<file path="config.mk">
export PLATFORM = sky130hd
export DESIGN_NAME = apb_reg_ctrl
export DESIGN_NICKNAME = d
export VERILOG_FILES = /design/src/rtl/apb_reg_ctrl.sv
export SDC_FILE = /design/constraint.sdc
export NUM_CORES = 1
export LEC_CHECK = 0
export CORE_AREA = 2 2 152 154
export DETAILED_ROUTE_END_ITERATION = 16
export DIE_AREA = 0 0 154 156
export PLACE_DENSITY = 0.59
export SLEW_MARGIN = 20
export SYNTH_ARGS = -nofsm -noshare
export SYNTH_HDL_FRONTEND = slang
export SYNTH_SLANG_ARGS = --single-unit
</file>
<file path="constraint.sdc">
create_clock -name clk -period 6.3 [get_ports clk]
set_input_delay 1.26 -clock clk [delete_from_list [all_inputs] [get_ports clk]]
set_output_delay 1.26 -clock clk [all_outputs]
set_load 0.03 [all_outputs]
</file>
<file path="src/rtl/apb_reg_ctrl.sv">
// APB slave front-end for a word-addressed register bank: decodes captured setup fields,
// inserts WAIT_CYCLES wait states, flags errors and emits one-hot write pulses / read mux.
module apb_reg_ctrl #(
  parameter int ADDR_W = 12,
  parameter int DATA_W = 32,
  parameter int NREG = 8,
  parameter logic [NREG-1:0] RO_MASK = 8'b1000_0000,
  parameter int WAIT_CYCLES = 0
) (
  input  logic                     clk,
  input  logic                     rst_n,
  input  logic                     psel,
  input  logic                     penable,
  input  logic                     pwrite,
  input  logic [ADDR_W-1:0]        paddr,
  input  logic [DATA_W-1:0]        pwdata,
  input  logic [DATA_W/8-1:0]      pstrb,
  output logic                     pready,
  output logic [DATA_W-1:0]        prdata,
  output logic                     pslverr,
  output logic [NREG-1:0]          reg_wen,
  output logic [DATA_W-1:0]        reg_wdata,
  output logic [DATA_W/8-1:0]      reg_wstrb,
  input  logic [NREG*DATA_W-1:0]   reg_rdata
);

  localparam int IDX_W = ADDR_W - 2;
  localparam logic [3:0] WAIT_C = 4'(WAIT_CYCLES);

  typedef enum logic {IDLE, ACCESS} state_t;

  state_t              state;
  logic [3:0]          cnt;
  logic [ADDR_W-1:0]   cap_addr;
  logic                cap_write;
  logic [DATA_W-1:0]   cap_wdata;
  logic [DATA_W/8-1:0] cap_strb;

  logic [IDX_W-1:0]    idx;
  logic [NREG-1:0]     sel;
  logic [DATA_W-1:0]   rsel;
  logic                err;
  logic                done;

  assign idx = cap_addr[ADDR_W-1:2];

  // One-hot decode; an out-of-range index leaves sel all-zero.
  always_comb begin
    sel  = '0;
    rsel = '0;
    for (int i = 0; i < NREG; i++) begin
      if (32'(idx) == i) begin
        sel[i] = 1'b1;
        rsel   = reg_rdata[i*DATA_W +: DATA_W];
      end
    end
  end

  assign err  = (cap_addr[1:0] != 2'b00) || (sel == '0) || (cap_write && ((sel & RO_MASK) != '0));
  assign done = (state == ACCESS) && psel && penable && (cnt == WAIT_C);

  assign pready    = done;
  assign pslverr   = done && err;
  assign reg_wen   = (done && cap_write && !err) ? sel : '0;
  assign reg_wdata = cap_wdata;
  assign reg_wstrb = cap_strb;
  assign prdata    = (done && !cap_write && !err) ? rsel : '0;

  // A back-to-back setup after pready is seen in IDLE and re-enters ACCESS on the
  // same edge a fresh transfer would, so the two pready pulses land 2 cycles apart.
  always_ff @(posedge clk or negedge rst_n) begin
    if (!rst_n) begin
      state     <= IDLE;
      cnt       <= '0;
      cap_addr  <= '0;
      cap_write <= 1'b0;
      cap_wdata <= '0;
      cap_strb  <= '0;
    end else begin
      case (state)
        IDLE: begin
          if (psel && !penable) begin
            state     <= ACCESS;
            cnt       <= '0;
            cap_addr  <= paddr;
            cap_write <= pwrite;
            cap_wdata <= pwdata;
            cap_strb  <= pstrb;
          end
        end
        ACCESS: begin
          if (done || !psel) begin
            state <= IDLE;
          end else if (cnt < WAIT_C) begin
            cnt <= cnt + 4'd1;
          end
        end
        default: state <= IDLE;
      endcase
    end
  end

endmodule

</file>
# After elaboration in Yosys (flattened, before gate mapping)
# Index checks and enable logic that the tools add are counted.
# word_totals
regBits,54
latchBits,0
ram_bits,0
rom_bits,0
in_bits,309
out_inout_bits,78
wordCells,67
mem_count,0
# op_classes
addsub,1
n_mul,0
div,0
magnitude_cmp,1
eq_ne,10
n_shift,0
muxes,25
bitwise_logic,1
n_reduce_logical,23
# op_table
cell,count
$mux 32,9
$eq 10x3->1 const B,4
$eq 10x2->1 const B,2
$mux 4,3
$eq 10x1->1 const B,1
$logic_and 1x1->1,10
$logic_not 10->1,1
$mux 1,10
$logic_not 8->1,1
$mux 8,1
$pmux 4 s2,1
$add 4x1->4 const B,1
$logic_not 1->1,4
$logic_not 4->1,1
$lt 4x1->1 const B,1
$ne 2x2->1 const B,2
$logic_or 1x1->1,3
$reduce_and 3->1,1
$ne 2x1->1 const B,1
$pmux 1 s2,1
$reduce_and 2->1,1
$reduce_bool 2->1,1
$not 1->1,1

# Depth between registers and ports, before layout
# Gate-level depths: netlist of run 1.
# logic_depth
word_depth,10
mapped_depth,7

# Least setup slack after synthesis of run 1
# OpenSTA, ideal clock, no wires.
# synth_timing
kind,input to output
from,input port penable
to,output port reg_wen[4]
arrival_time_ps,2885
path_slack_ps,2155
cell_stages,4
path_buffers,1
path_cell_list,and3_1 > clkbuf_1 > nand3_1 > nor4_1
# synth_between
elab_chain_len,5
# synth_lines
element,line_no,rtl
"start, declared",13,"input logic penable,"
$logic_and 1x1->1 (2 in series),60,assign done = (state == ACCESS) && psel && penable && (cnt == WAIT_C);
named net pready,18,"output logic pready,"
$logic_and 1x1->1 (2 in series),64,assign reg_wen = (done && cap_write && !err) ? sel : '0;
$mux 8,64,
"end, declared",21,"output logic [NREG-1:0] reg_wen,"
# The timed path passes the listed nets, and every way through them passes these cells.

# Final worst setup path of run 1
# layout_timing
from,input port penable
to,output port prdata[2]
# layout_between
elab_chain_len,5
# layout_lines
element,line_no,rtl
$logic_and 1x1->1 (2 in series),60,
$logic_and 1x1->1 (2 in series),67,assign prdata = (done && !cap_write && !err) ? rsel : '0;
$mux 32,67,
"end, declared",19,"output logic [DATA_W-1:0] prdata,"
# Every way passes these cells.

==> impl_metrics.yaml, run 1 <==
logic_synthesis:
  synth_seq_area_share: 0.276
  synth_compound_area_frac: 0.252
  yosys.area_share.simple: 0.0605
  synth.net_count: 728
  number_of_register_bits_inferred_by_synthesis: 50
  yosys.area_share.xor_xnor: 0
  fraction_of_synthesized_area_in_multiplexers: 0.353
  ys_async_sr_fraction: 1.00
  syn-cell-area_um2: 4530
  postSynth.topFlopCell: "sky130_fd_sc_hd__dfrtp_1"
  post_synth_most_frequent_cells: "sky130_fd_sc_hd__mux2_2 (78), sky130_fd_sc_hd__dfrtp_1 (50), sky130_fd_sc_hd__mux4_2 (32), sky130_fd_sc_hd__clkbuf_1 (31), sky130_fd_sc_hd__o21ai_0 (29)"
  netlist.top_cell.by_area: "sky130_fd_sc_hd__dfrtp_1"
  synth.top_cell.area_share: 0.276
  yosysUniqueCellTypes: 41
  synth_top_family_by_area: "multiplexers"
  yosysMostFrequentCell: "sky130_fd_sc_hd__mux2_2"
  syn_avg_cell_area_um2: 10.8
  synth_enable_flop_cells: 0
  yosys_warnings: 0
  yosys.area_share.adder: 0
  postSynthCellCount: 419
  cells_taking_the_most_area_after_synthesis: "sky130_fd_sc_hd__dfrtp_1 (28%), sky130_fd_sc_hd__mux2_2 (19%), sky130_fd_sc_hd__mux4_2 (16%)"
drt:
  avgViaCountPerCell: 4.91
  route.vias.total: 5198
  wl_per_cell_um: 21.8
  drt_iter0_drc: 252
  firstDrtPassIters: 5
  detail-route-antenna-nets: 0
  remaining_drc_errors: 0
  route.final.wire_length_mm: 23.1
floorplanning:
  fp.dieW_um: 154
  pin_count: 387
  floorplan.initialDensity: 0.203
  core_um2: 22400
  design.die.area_um2: 24000
  fp.dieH_um: 156
  rows: 55
timing:
  timing.final.crit_share: 0.810
  worst_slew_pin_slew_ns: 1.01
  hold_ws_ns: 0.502
  rsz0062_at_grt: "false"
  timing.max_slew.rel_slack: 0.321
  final_period_minus_worst_setup_slack_ns: 5.10
  pins_over_slew_limit: 0
  setup_viol_count_final: 0
  max_freq_mhz: 196
  setup_slack_ns: 1.20
  final_hold_viol_count: 0
  accumulated_negative_setup_slack_ns: 0
  fin_skew_ns: 0.00597
clocking:
  h-tree-depth: 2
  cts_post_setup_buffers_inserted: 0
  clk_pin_slew_ns: 0.08
  cts-buffers-inserted: 5
  cts.hold.buffers_added: 0
  cts.sink_count: 50
  later_pin_clock_latency_in_the_skew_report_ns: 0.30
  root_buffer: "sky130_fd_sc_hd__clkbuf_16"
  cts_tree: "yes"
  post_cts.resized_instances: 0
  max-clock-path-buffers: 2
worst_setup_path:
  regToRegSetupSlack_ns: 4.38
  timing.critical_path.from: "penable"
  required_ns: 5.04
  crit_buf_inv: 3
  setup.worst_path.start_class: "input pin"
  crit_top_cell: "sky130_fd_sc_hd__clkdlybuf4s50_1"
  element_type_at_the_critical_path_end: "output port"
  ff2ff_path_depth: 3
  worstSetupPathDepth: 6
  timing.critical_path.max_delay_family: "buffers and inverters"
  cp_max_fo: 20
  worstReg2RegStart: "state"
  worstSetupEndpoint: "prdata[2]"
  path_class: "input pin to output port"
  peak_per_stage_delay_on_the_critical_path_ns: 0.66
  critPathSlowestCell: "sky130_fd_sc_hd__clkdlybuf4s50_1"
  timing.rr.end: "reg_wdata[13]"
  timing.critical_path.arrival_ns: 3.84
  crit_path_cell_trace: "clkdlybuf4s50_1 > and3_1 > and3b_1 > buf_4 > o221a_2 > clkdlybuf4s50_1"
finish:
  post-route-util: 0.391
  fin_nets: 1078
  instances_no_fill: 1058
  final_area_um2: 8740
  area_growth_pct: 92.9
  final_layout_size_suffix_gt1_frac: 0.184
power_and_ir_drop:
  vdd.ir_drop.worst_v: 0.000362
  final_total_pwr_mw: 1.55
  pwr_density_cell_nw_per_um2: 178
  power_leakage_nw: 3.32
place:
  setup_slack_placement_ns: 1.19
  placed_cells: 1047
  buffer_ports.inserted: 385
  placedInstanceArea_um2: 8580
  gpl.final_weighted_congestion: 0.855
  post-dp-hpwl_mm: 17.9
status:
  result_of_the_run: "complete, no violations"
flow_run:
  count_of_max_cap_constraint_violations: 0
global_routing:
  grt_pass1_vias: 5657
  pin_count_of_the_biggest_net_entering_global_routing: 71
  grt.overflow.total: 0
  grt_util_all_layers: 0.182
  global_route_wire_length_before_repair_mm: 33.7
  antenna_violations_before_repair: 3
min_path:
  worst_hold_path_type: "flop to flop"
[logic make-up (layout without fill, tap and decap cells)]
group	Yosys count	count (layout)
buf+inv	55	406
flops	50	50
other cells	1	4
mux	110	110
simple gates	53	53
compound gates	150	150
[sequential cells by signal (all words and copies together), names as in the netlist]
name,flops
cap_addr,12
cap_write,1
reg_wdata,32
reg_wstrb,4
state,1
[final cells by class]
class | instances | area, um2
fillers | 2211 | 13600
repair buffers | 395 | 3920
multi-input cells | 314 | 3030
flip-flops and latches | 50 | 1260
well taps | 285 | 357
clock buffers | 5 | 125
clock inverters | 3 | 28.8
inverters | 3 | 11.3
diodes | 3 | 7.51
[power by group]
group	internal [mW]	leakage (nW)	total (mW)	switching [mW]
Sequential	0.378	0.587	0.443	0.0648
Combinational	0.466	2.66	0.826	0.360
Clock	0.152	0.0763	0.284	0.132
Total	0.996	3.32	1.55	0.557
[how the worst min path moves through the flow]
stage	from	endpoint	slack [ns]	cells past startpoint
after floorplan	cap_addr[8]	cap_addr[8]	0.47	1
after global placement	cap_addr[11]	cap_addr[11]	0.48	1
after detailed placement	cap_addr[5]	cap_addr[5]	0.49	1
after CTS	cap_addr[5]	cap_addr[5]	0.51	1
after global routing	reg_wdata[16]	reg_wdata[16]	0.52	1
final	cap_addr[5]	cap_addr[5]	0.50	1
[routing by layer]
layer	wire (um)	GRT usage
met5	0	0
met4	546	0.0690
met3	2130	0.0586
met2	11500	0.324
met1	8860	0.204
[cell usage in the layout, fill, tap and decap left out, types with 2 or more instances in the layout]
master and n:
sky130_fd_sc_hd__dfrtp_1 47, sky130_fd_sc_hd__o221a_2 5, sky130_fd_sc_hd__nor2b_1 2, sky130_fd_sc_hd__a21oi_1 28, sky130_fd_sc_hd__a222oi_1 4, sky130_fd_sc_hd__a211o_1 5
sky130_fd_sc_hd__o21ai_0 29, sky130_fd_sc_hd__clkdlybuf4s50_1 384, sky130_fd_sc_hd__nor2_1 16, sky130_fd_sc_hd__diode_2 3, sky130_fd_sc_hd__inv_1 3, sky130_fd_sc_hd__mux2_2 78
sky130_fd_sc_hd__nand2b_1 3, sky130_fd_sc_hd__nand2_1 10, sky130_fd_sc_hd__nand4_1 2, sky130_fd_sc_hd__a22o_1 26, sky130_fd_sc_hd__mux4_2 32, sky130_fd_sc_hd__a22oi_1 5
sky130_fd_sc_hd__o211a_1 22, sky130_fd_sc_hd__nor3_1 4, sky130_fd_sc_hd__clkbuf_16 5, sky130_fd_sc_hd__nor4_1 3, sky130_fd_sc_hd__a221oi_1 22, sky130_fd_sc_hd__dfrtp_4 2
sky130_fd_sc_hd__buf_4 10
Note: power is estimated with default switching activity, not from simulation.
==> run 2, diff against run 1 <==
==> constraint.sdc (replaced) <==
create_clock -name clk -period 4.9 [get_ports clk]
set_input_delay 0.98 -clock clk [delete_from_list [all_inputs] [get_ports clk]]
set_output_delay 0.98 -clock clk [all_outputs]
set_load 0.03 [all_outputs]
==> impl_metrics.yaml, run 2 (synthesized netlist as in run 1, its figures left out) <==
place:
  buffer_ports.inserted: 385
  placedInstanceArea_um2: 8660
  post-dp-hpwl_mm: 17.8
  gpl.final_weighted_congestion: 0.847
clocking:
  max-clock-path-buffers: 2
  post_cts.resized_instances: 0
  h-tree-depth: 2
  cts.sink_count: 50
  cts.hold.buffers_added: 0
  clk_pin_slew_ns: 0.08
  root_buffer: "sky130_fd_sc_hd__clkbuf_16"
  cts_post_setup_buffers_inserted: 0
  cts_tree: "yes"
  later_pin_clock_latency_in_the_skew_report_ns: 0.29
  cts-buffers-inserted: 5
global_routing:
  antenna_violations_before_repair: 4
  grt.overflow.total: 0
  pin_count_of_the_biggest_net_entering_global_routing: 50
  grt_pass1_vias: 5540
  grt_util_all_layers: 0.174
  global_route_wire_length_before_repair_mm: 32.6
timing:
  rsz0062_at_grt: "false"
  final_period_minus_worst_setup_slack_ns: 4.16
  max_freq_mhz: 240
  worst_slew_pin_slew_ns: 0.887
  final_hold_viol_count: 0
  timing.final.crit_share: 0.850
  fin_skew_ns: 0.00744
  accumulated_negative_setup_slack_ns: 0
  setup_viol_count_final: 0
  pins_over_slew_limit: 0
  timing.max_slew.rel_slack: 0.409
floorplanning:
  core_um2: 22400
  fp.dieW_um: 154
  pin_count: 387
  rows: 55
  floorplan.initialDensity: 0.203
  fp.dieH_um: 156
  design.die.area_um2: 24000
drt:
  wl_per_cell_um: 21.0
  detail-route-antenna-nets: 0
  avgViaCountPerCell: 4.92
  route.final.wire_length_mm: 22.3
  route.vias.total: 5241
  remaining_drc_errors: 0
  drt_iter0_drc: 240
  firstDrtPassIters: 5
worst_setup_path:
  timing.critical_path.arrival_ns: 3.18
  required_ns: 3.92
  worstReg2RegStart: "state"
  element_type_at_the_critical_path_end: "output port"
  timing.rr.end: "cap_addr[9]"
  cp_max_fo: 6
  ff2ff_path_depth: 3
  regToRegSetupSlack_ns: 2.96
  setup.worst_path.start_class: "flop"
  path_class: "flop to output port"
min_path:
  worst_hold_path_type: "flop to flop"
  whs_endpoint: "cap_addr[5]"
  worst_hold_path_cell_count: 1
  worstHoldStart: "cap_addr[5]"
finish:
  final_area_um2: 8830
  final_layout_size_suffix_gt1_frac: 0.202
  number_of_flip_flops_in_the_largest_register: 32
  layout.cells.most_common: "sky130_fd_sc_hd__clkdlybuf4s50_1"
  nFillCells: 2222
  area_growth_pct: 94.8
  commonest_cells_after_routing_fill_and_taps_aside: "sky130_fd_sc_hd__clkdlybuf4s50_1 (376), sky130_fd_sc_hd__mux2_2 (78), sky130_fd_sc_hd__dfrtp_1 (47), sky130_fd_sc_hd__mux4_2 (32), sky130_fd_sc_hd__o21ai_0 (29)"
  fin_nets: 1085
status:
  result_of_the_run: "complete, no violations"
power_and_ir_drop:
  pwr_density_cell_nw_per_um2: 226
  power_leakage_nw: 3.38
  vdd.ir_drop.worst_v: 0.000210
flow_run:
  count_of_max_cap_constraint_violations: 0
==> run 2: routing by layer <==
layer | GRT usage | up-vias | part of all wire
li1 | - | 2411 | -
met1 | 0.197 | 2534 | 0.38
met2 | 0.314 | 277 | 0.50
met3 | 0.0583 | 19 | 0.10
met4 | 0.0476 | 0 | 0.015
met5 | 0 | - | 0
==> run 2: worst max-delay path: stages (launching register included) <==
cell,delay (ns)
sky130_fd_sc_hd__dfrtp_1,0.39
sky130_fd_sc_hd__or4_1,0.66
sky130_fd_sc_hd__nor4_1,0.75
sky130_fd_sc_hd__a222oi_1,0.25
sky130_fd_sc_hd__nor2_1,0.15
sky130_fd_sc_hd__clkdlybuf4s50_1,0.68
==> run 2: worst max-delay path by stage <==
stage,start,endpoint,cells after the start
after detailed placement,penable,prdata[7],6
after global placement,penable,prdata[15],6
after global routing,cap_addr[11],prdata[14],5
after CTS,penable,prdata[17],6
final,cap_addr[10],prdata[14],5
after floorplan,penable,reg_wen[4],4
==> run 2: area by class of cell <==
type	count	area (um2)	share of cell area
Timing Repair Buffer	402	4010	0.454
Multi-Input combinational cell	314	3030	0.343
Sequential cell	50	1260	0.143
Antenna cell	3	7.51	0.000851
Clock buffer	5	125	0.0142
Tap cell	285	357	0.0404
Inverter	3	11.3	0.00128
Clock inverter	3	28.8	0.00326
==> run 2: report_power, final <==
group	internal, mW	switching (mW)	leakage [nW]	total, mW
sequential	0.486	0.0850	0.587	0.571
clock	0.195	0.169	0.0759	0.364
combinational	0.612	0.451	2.72	1.06
==> run 2: per-stage QoR <==
step	utilization	total power [mW]	cells	hold WS, ns	setup WS [ns]
finish	0.395	2.00	1065	0.505	0.736
global route	0.395	2.12	1065	0.515	0.590
CTS	0.394	2.02	1062	0.506	0.741
detailed placement	0.387	1.65	1054	0.488	0.743
global placement	0.387	1.65	1054	0.484	0.762
floorplan	-	1.14	419	0.472	1.32
